==> config.mk <==
export PLATFORM = sky130hd
export DESIGN_NAME = pipeline_hazard_ctrl_flat
export DESIGN_NICKNAME = d
export VERILOG_FILES = /design/src/rtl/pipeline_hazard_ctrl_if.sv /design/src/rtl/pipeline_hazard_ctrl.sv /design/src/flat_wrapper.sv
export SDC_FILE = /design/constraint.sdc
export NUM_CORES = 1
export LEC_CHECK = 0
export CAP_MARGIN = 30
export CELL_PAD_IN_SITES_DETAIL_PLACEMENT = 1
export CELL_PAD_IN_SITES_GLOBAL_PLACEMENT = 1
export CORE_UTILIZATION = 35
export CTS_CLUSTER_SIZE = 24
export DETAILED_ROUTE_END_ITERATION = 8
export PLACE_DENSITY_LB_ADDON = 0.1
export SLEW_MARGIN = 20
export SYNTH_ARGS = -nofsm -noshare
export SYNTH_HDL_FRONTEND = slang
export SYNTH_SLANG_ARGS = --single-unit
==> constraint.sdc <==
create_clock -name clk -period 3.6 [get_ports clk]
set_input_delay 0.54 -clock clk [delete_from_list [all_inputs] [get_ports clk]]
set_output_delay 0.54 -clock clk [all_outputs]
set_load 0.005 [all_outputs]
==> src/rtl/pipeline_hazard_ctrl_if.sv <==
// Decode-side hazard control bundle: ID/EX/MEM hazard inputs, branch/interrupt requests, and buffer control outputs.
// master = pipeline side that drives hazard info; slave = hazard controller.
interface pipeline_hazard_ctrl_if #(
  parameter int REG_ADDR_W = 4,
  parameter int CNT_W      = 16
);
  logic [REG_ADDR_W-1:0] id_src_addr;
  logic [REG_ADDR_W-1:0] id_dst_addr;
  logic                  id_uses_src;
  logic                  id_uses_dst;
  logic                  ex_reg_write;
  logic                  ex_mem_read;
  logic [REG_ADDR_W-1:0] ex_dst_addr;
  logic                  mem_reg_write;
  logic [REG_ADDR_W-1:0] mem_dst_addr;
  logic                  branch_taken;
  logic                  int_req;

  logic                  pc_write;
  logic                  ifid_write;
  logic                  ifid_flush;
  logic                  idex_bubble;
  logic                  int_active;
  logic [1:0]            int_step;
  logic [CNT_W-1:0]      stall_count;

  modport master (
    output id_src_addr, id_dst_addr, id_uses_src, id_uses_dst,
           ex_reg_write, ex_mem_read, ex_dst_addr,
           mem_reg_write, mem_dst_addr, branch_taken, int_req,
    input  pc_write, ifid_write, ifid_flush, idex_bubble,
           int_active, int_step, stall_count
  );

  modport slave (
    input  id_src_addr, id_dst_addr, id_uses_src, id_uses_dst,
           ex_reg_write, ex_mem_read, ex_dst_addr,
           mem_reg_write, mem_dst_addr, branch_taken, int_req,
    output pc_write, ifid_write, ifid_flush, idex_bubble,
           int_active, int_step, stall_count
  );
endinterface

==> src/rtl/pipeline_hazard_ctrl.sv <==
// Purpose: load-use/RAW stall, branch flush, and interrupt entry sequencing for IF/ID and ID/EX (macro FORWARD_EN = forwarding present).
// Latency: buffer controls are combinational from state and inputs; stall_count is registered (one cycle behind).
// Backpressure: a hazard holds PC and IF/ID and bubbles ID/EX; a taken branch overrides a stall; interrupts wait until RUN.
module pipeline_hazard_ctrl #(
  parameter int REG_ADDR_W = 4,
  parameter int INT_CYCLES = 3,
  parameter int CNT_W      = 16
) (
  input  logic                 clk,
  input  logic                 rst,
  pipeline_hazard_ctrl_if.slave bus
);

  typedef enum logic [1:0] {S_RUN, S_STALL, S_INT} state_t;

  localparam logic [1:0] LAST_STEP = 2'(INT_CYCLES - 1);

  state_t           state;
  logic [1:0]       stall_cnt;
  logic [1:0]       step_q;
  logic             int_pending;
  logic [CNT_W-1:0] stall_count_q;

  logic ex_hit, mem_hit, haz, haz_long;
  logic haz_cycle, int_accept;
  logic pc_write, ifid_write, ifid_flush, idex_bubble, int_active;
  logic [1:0] int_step;

  function automatic logic hit(input logic [REG_ADDR_W-1:0] a,
                               input logic [REG_ADDR_W-1:0] src,
                               input logic [REG_ADDR_W-1:0] dst,
                               input logic use_src, input logic use_dst);
    return (use_src && src == a) || (use_dst && dst == a);
  endfunction

  assign ex_hit  = hit(bus.ex_dst_addr, bus.id_src_addr, bus.id_dst_addr,
                       bus.id_uses_src, bus.id_uses_dst);
  assign mem_hit = hit(bus.mem_dst_addr, bus.id_src_addr, bus.id_dst_addr,
                       bus.id_uses_src, bus.id_uses_dst);

`ifdef FORWARD_EN
  // Forwarding covers everything except a load feeding the very next instruction.
  logic unused_fwd;
  assign unused_fwd = ^{mem_hit, bus.mem_reg_write};
  assign haz      = bus.ex_mem_read && bus.ex_reg_write && ex_hit;
  assign haz_long = 1'b0;
`else
  logic unused_fwd;
  assign unused_fwd = bus.ex_mem_read;
  assign haz      = (bus.ex_reg_write && ex_hit) || (bus.mem_reg_write && mem_hit);
  assign haz_long = bus.ex_reg_write && ex_hit;
`endif

  always_comb begin
    pc_write    = 1'b1;
    ifid_write  = 1'b1;
    ifid_flush  = 1'b0;
    idex_bubble = 1'b0;
    int_active  = 1'b0;
    int_step    = 2'd0;
    haz_cycle   = 1'b0;
    int_accept  = 1'b0;
    if (rst) begin
      pc_write    = 1'b0;
      ifid_write  = 1'b0;
      ifid_flush  = 1'b1;
      idex_bubble = 1'b1;
    end else begin
      case (state)
        S_RUN: begin
          if (bus.branch_taken) begin
            ifid_flush  = 1'b1;
            idex_bubble = 1'b1;
          end else if (haz) begin
            pc_write    = 1'b0;
            ifid_write  = 1'b0;
            idex_bubble = 1'b1;
            haz_cycle   = 1'b1;
          end else if (int_pending || bus.int_req) begin
            pc_write    = 1'b0;
            ifid_write  = 1'b0;
            ifid_flush  = 1'b1;
            idex_bubble = 1'b1;
            int_accept  = 1'b1;
          end
        end
        S_STALL: begin
          if (bus.branch_taken) begin
            ifid_flush  = 1'b1;
            idex_bubble = 1'b1;
          end else begin
            pc_write    = 1'b0;
            ifid_write  = 1'b0;
            idex_bubble = 1'b1;
            haz_cycle   = 1'b1;
          end
        end
        S_INT: begin
          int_active = 1'b1;
          int_step   = step_q;
          ifid_flush = 1'b1;
          pc_write   = (step_q == LAST_STEP);
        end
        default: ;
      endcase
    end
  end

  always_ff @(posedge clk) begin
    if (rst) begin
      state         <= S_RUN;
      stall_cnt     <= 2'd0;
      step_q        <= 2'd0;
      int_pending   <= 1'b0;
      stall_count_q <= '0;
    end else begin
      if (haz_cycle && stall_count_q != '1)
        stall_count_q <= stall_count_q + 1'b1;

      if (int_accept)
        int_pending <= 1'b0;
      else if (bus.int_req)
        int_pending <= 1'b1;

      case (state)
        S_RUN: begin
          if (!bus.branch_taken && haz) begin
            stall_cnt <= haz_long ? 2'd1 : 2'd0;
            if (haz_long)
              state <= S_STALL;
          end else if (int_accept) begin
            state  <= S_INT;
            step_q <= 2'd0;
          end
        end
        S_STALL: begin
          if (bus.branch_taken) begin
            state <= S_RUN;
          end else begin
            stall_cnt <= stall_cnt - 2'd1;
            if (stall_cnt <= 2'd1)
              state <= S_RUN;
          end
        end
        S_INT: begin
          if (step_q == LAST_STEP) begin
            state  <= S_RUN;
            step_q <= 2'd0;
          end else begin
            step_q <= step_q + 2'd1;
          end
        end
        default: state <= S_RUN;
      endcase
    end
  end

  assign bus.pc_write    = pc_write;
  assign bus.ifid_write  = ifid_write;
  assign bus.ifid_flush  = ifid_flush;
  assign bus.idex_bubble = idex_bubble;
  assign bus.int_active  = int_active;
  assign bus.int_step    = int_step;
  assign bus.stall_count = stall_count_q;

endmodule

==> src/flat_wrapper.sv <==
// flat-port wrapper written by rule: the top's interface ports become plain ports
module pipeline_hazard_ctrl_flat 
#(
  parameter int REG_ADDR_W = 4,
  parameter int INT_CYCLES = 3,
  parameter int CNT_W      = 16
)
  (clk, rst, bus_id_src_addr, bus_id_dst_addr, bus_id_uses_src, bus_id_uses_dst, bus_ex_reg_write, bus_ex_mem_read, bus_ex_dst_addr, bus_mem_reg_write, bus_mem_dst_addr, bus_branch_taken, bus_int_req, bus_pc_write, bus_ifid_write, bus_ifid_flush, bus_idex_bubble, bus_int_active, bus_int_step, bus_stall_count);
  pipeline_hazard_ctrl_if #(.REG_ADDR_W(REG_ADDR_W), .CNT_W(CNT_W)) bus_i ();
  input  logic clk;
  input  logic rst;
  input wire logic [$bits(bus_i.id_src_addr)-1:0] bus_id_src_addr;
  input wire logic [$bits(bus_i.id_dst_addr)-1:0] bus_id_dst_addr;
  input wire logic [$bits(bus_i.id_uses_src)-1:0] bus_id_uses_src;
  input wire logic [$bits(bus_i.id_uses_dst)-1:0] bus_id_uses_dst;
  input wire logic [$bits(bus_i.ex_reg_write)-1:0] bus_ex_reg_write;
  input wire logic [$bits(bus_i.ex_mem_read)-1:0] bus_ex_mem_read;
  input wire logic [$bits(bus_i.ex_dst_addr)-1:0] bus_ex_dst_addr;
  input wire logic [$bits(bus_i.mem_reg_write)-1:0] bus_mem_reg_write;
  input wire logic [$bits(bus_i.mem_dst_addr)-1:0] bus_mem_dst_addr;
  input wire logic [$bits(bus_i.branch_taken)-1:0] bus_branch_taken;
  input wire logic [$bits(bus_i.int_req)-1:0] bus_int_req;
  output wire logic [$bits(bus_i.pc_write)-1:0] bus_pc_write;
  output wire logic [$bits(bus_i.ifid_write)-1:0] bus_ifid_write;
  output wire logic [$bits(bus_i.ifid_flush)-1:0] bus_ifid_flush;
  output wire logic [$bits(bus_i.idex_bubble)-1:0] bus_idex_bubble;
  output wire logic [$bits(bus_i.int_active)-1:0] bus_int_active;
  output wire logic [$bits(bus_i.int_step)-1:0] bus_int_step;
  output wire logic [$bits(bus_i.stall_count)-1:0] bus_stall_count;
  assign bus_i.id_src_addr = bus_id_src_addr;
  assign bus_i.id_dst_addr = bus_id_dst_addr;
  assign bus_i.id_uses_src = bus_id_uses_src;
  assign bus_i.id_uses_dst = bus_id_uses_dst;
  assign bus_i.ex_reg_write = bus_ex_reg_write;
  assign bus_i.ex_mem_read = bus_ex_mem_read;
  assign bus_i.ex_dst_addr = bus_ex_dst_addr;
  assign bus_i.mem_reg_write = bus_mem_reg_write;
  assign bus_i.mem_dst_addr = bus_mem_dst_addr;
  assign bus_i.branch_taken = bus_branch_taken;
  assign bus_i.int_req = bus_int_req;
  assign bus_pc_write = bus_i.pc_write;
  assign bus_ifid_write = bus_i.ifid_write;
  assign bus_ifid_flush = bus_i.ifid_flush;
  assign bus_idex_bubble = bus_i.idex_bubble;
  assign bus_int_active = bus_i.int_active;
  assign bus_int_step = bus_i.int_step;
  assign bus_stall_count = bus_i.stall_count;
  pipeline_hazard_ctrl #(.REG_ADDR_W(REG_ADDR_W), .INT_CYCLES(INT_CYCLES), .CNT_W(CNT_W)) u_core (.clk(clk), .rst(rst), .bus(bus_i));
endmodule
==> results of run 1 <==
[layout make-up]
type,count,area [µm²],area share
sequential,23,460,0.227
tap,50,62.6,0.0308
multi-input combinational,142,932,0.460
clock buffer,4,45.0,0.0222
inverter,10,37.5,0.0185
timing repair buffer,50,490,0.242
[layer usage]
layer  GRT usage  vias up  part of all wire
met3      0.0276        6             0.022
li1            -      765                 -
met2       0.413       26              0.55
met5           0        -                 0
met4      0.0718        0             0.017
met1       0.228      732              0.41
[per-stage QoR]
step | util | setup slack [ps] | power (mW) | std cells
2_1_floorplan | - | 1390 | 0.330 | 181
3_3_place_gp | 0.495 | 276 | 0.385 | 275
3_5_place_dp | 0.495 | 158 | 0.390 | 275
4_1_cts | 0.506 | 151 | 0.553 | 279
5_1_grt | 0.507 | 119 | 0.576 | 279
6_report | 0.507 | 283 | 0.547 | 279
[repair_timing]
| action | 4_1_cts | 5_1_grt |
|---|---|---|
| hold endpoints to repair | 0 | 0 |
| gates resized for setup | 0 | 1 |
| setup endpoints to repair | 0 | 1 |
[critical path, cell delays in order]
cell             delay (ps)
clkdlybuf4s50_1         530
xor2_1                  170
nor3_1                   80
nand4_1                 140
o41ai_4                 110
nor3_2                  240
nand2_1                 140
a211oi_1                250
clkdlybuf4s50_1         570
[worst paths after layout]
kind,start,to,slack (ps),depth (start not counted)
setup / recovery,bus_id_src_addr[3],bus_pc_write,280,9
setup reg to reg,u_core.bus.stall_count[0]$_SDFFE_PP0P_,u_core.bus.stall_count[9]$_SDFFE_PP0P_,1240,9
hold / removal,u_core.bus.stall_count[9]$_SDFFE_PP0P_,u_core.bus.stall_count[9]$_SDFFE_PP0P_,510,2
hold reg to reg,u_core.bus.stall_count[9]$_SDFFE_PP0P_,u_core.bus.stall_count[9]$_SDFFE_PP0P_,510,2
[where the power goes]
group / switching (mW) / internal, mW
sequential: 0.00772 / 0.260
combinational: 0.0548 / 0.0612
clock: 0.0839 / 0.0790
total: 0.146 / 0.400
[synth_stat cells, types with 2 or more instances]
library cell | number | area, µm²
dfxtp_1 | 23 | 460
a21oi_1 | 16 | 80.1
nor2_1 | 13 | 48.8
xor2_1 | 13 | 114
inv_1 | 10 | 37.5
nand2_1 | 10 | 37.5
o21ai_0 | 10 | 50.1
nand3_1 | 9 | 45.0
nor3_1 | 9 | 45.0
or3_1 | 6 | 37.5
nand4_1 | 5 | 31.3
o31ai_1 | 5 | 37.5
or4_1 | 5 | 37.5
xnor2_1 | 5 | 43.8
a211oi_1 | 4 | 30.0
clkbuf_1 | 4 | 15.0
and3_1 | 3 | 18.8
a31oi_1 | 2 | 12.5
ha_1 | 2 | 25.0
nand3b_1 | 2 | 15.0
nor2b_1 | 2 | 12.5
o22a_1 | 2 | 17.5
[kinds of logic after synthesis]
| family | synth area share |
|---|---|
| AND/OR/NAND/NOR | 0.258 |
| AO/OA/AOI/OAI | 0.248 |
| flip-flops | 0.318 |
| XOR/XNOR | 0.109 |
| buffers and inverters | 0.0423 |
| adder cells (fa/ha/maj) | 0.0173 |
| multiplexers | 0.00777 |
[registers in the layout, indices dropped and copies added, names as in the netlist]
register / flops
u_core.int_pending: 1
u_core.stall_cnt: 2
u_core.state: 2
u_core.step_q: 2
u_core.bus.stall_count: 16
==> impl_results.md, run 1 <==
- Peak supply drop: 166 µV
- H-tree levels: 1
- Mapped Cells: 181
- Commonest non-fill, non-tap cells in the layout: 46 x clkdlybuf4s50_1, 23 x dfxtp_1, 16 x a21oi_1
- Vias per Instance: 5.48
- Layout cells sized above 1: 0.0611
- Critical Path RT: 3060 ps
- DIE AREA: 4400 µm²
- Max-slew violation count: 0
- GPL Wtd Cong: 0.771
- Ys async rst share: 0
- Die height: 66.3 µm
- EDFF count, synth: 0
- Area grow syn2layout: 40.0%
- Yosys warning total: 0
- CP startpoint kind: input pin
- CTS Hold Bufs: 0
- Fillers: 490
- Initial Util: 0.362
- Post-CTS Setup Inserts: 0
- Routed via count: 1,529
- Final setup fails: 0
- Drt first pass iters: 4
- # nets final: 257
- Worst skew pair latency: 260 ps
- Crit path kind: in2out
- Power Density: 270 nW/µm²
- Status: completed
- Pleak: 0.679 nW
- Worst-Margin Slew: 610 ps
- Sequential-to-total area share from yosys stat: 0.318
- Critical Path AT: 2780 ps
- Wire per inst: 15.2 µm
- Antenna-violating nets left: 0
- Initial antenna violation count: 0
- Drt drc: 0
- Fin. Hold Viols: 0
- HP Class: reg2reg
- Cell area after synthesis: 1450 µm²
- Library cells used by synthesis: 43
- Vias in the first global route: 1,627
- Clock sink count: 23
- Worst slew margin: 0.593
- Core box area: 4000 µm²
- Synth Register Bits: 23
- DRT iter0 DRCs: 50
- Synthesized Nets: 208
- Global route total overflow: 0
- Fin crit period: 3320 ps
- DP Area: 1980 µm²
- Setup Skew: 3.04 ps
- Bufs on Longest Clock Path: 2
- Total GRT Usage: 0.211
- N_diodes: 0
- Row count: 23
- Worst hold margin: 507 ps
- Fmax achieved: 0.302 GHz
- Fin area: 2030 µm²
- First-pass GRT wire length: 7200 µm
- Hpwl dp: 3300 µm
- Setup TNS Final: 0 ps
- Synth Flop Type: dfxtp_1
- RSZ-0062 raised after global routing: no
- Largest net degree at the start of global routing: 21
- Worst-path clk slew: 80 ps
- Die Wd: 66.3 µm
- Max Cap Viol: 0
- Leading cell type in the layout, fill and taps excluded: clkdlybuf4s50_1
- Buffers on Ports: 46
- CTS tree: yes
- Syn_area_per_cell: 8.00 µm²
- Final WL: 4230 µm
- Worst-path fanout max: 4
- Final Cycle Share: 0.921
- Num ports: 48
- CP Capture Type: primary output
- Root Driver: clkbuf_8
- Num CTS Buffers: 3
Power figures use the tool's default switching activity.
==> inputs of run 2 (changes only) <==
HOLD_SLACK_MARGIN = 0.06   (was not set)
==> results of run 2 <==
Same layout as run 1: the final DEF is identical, and so are final timing and power.
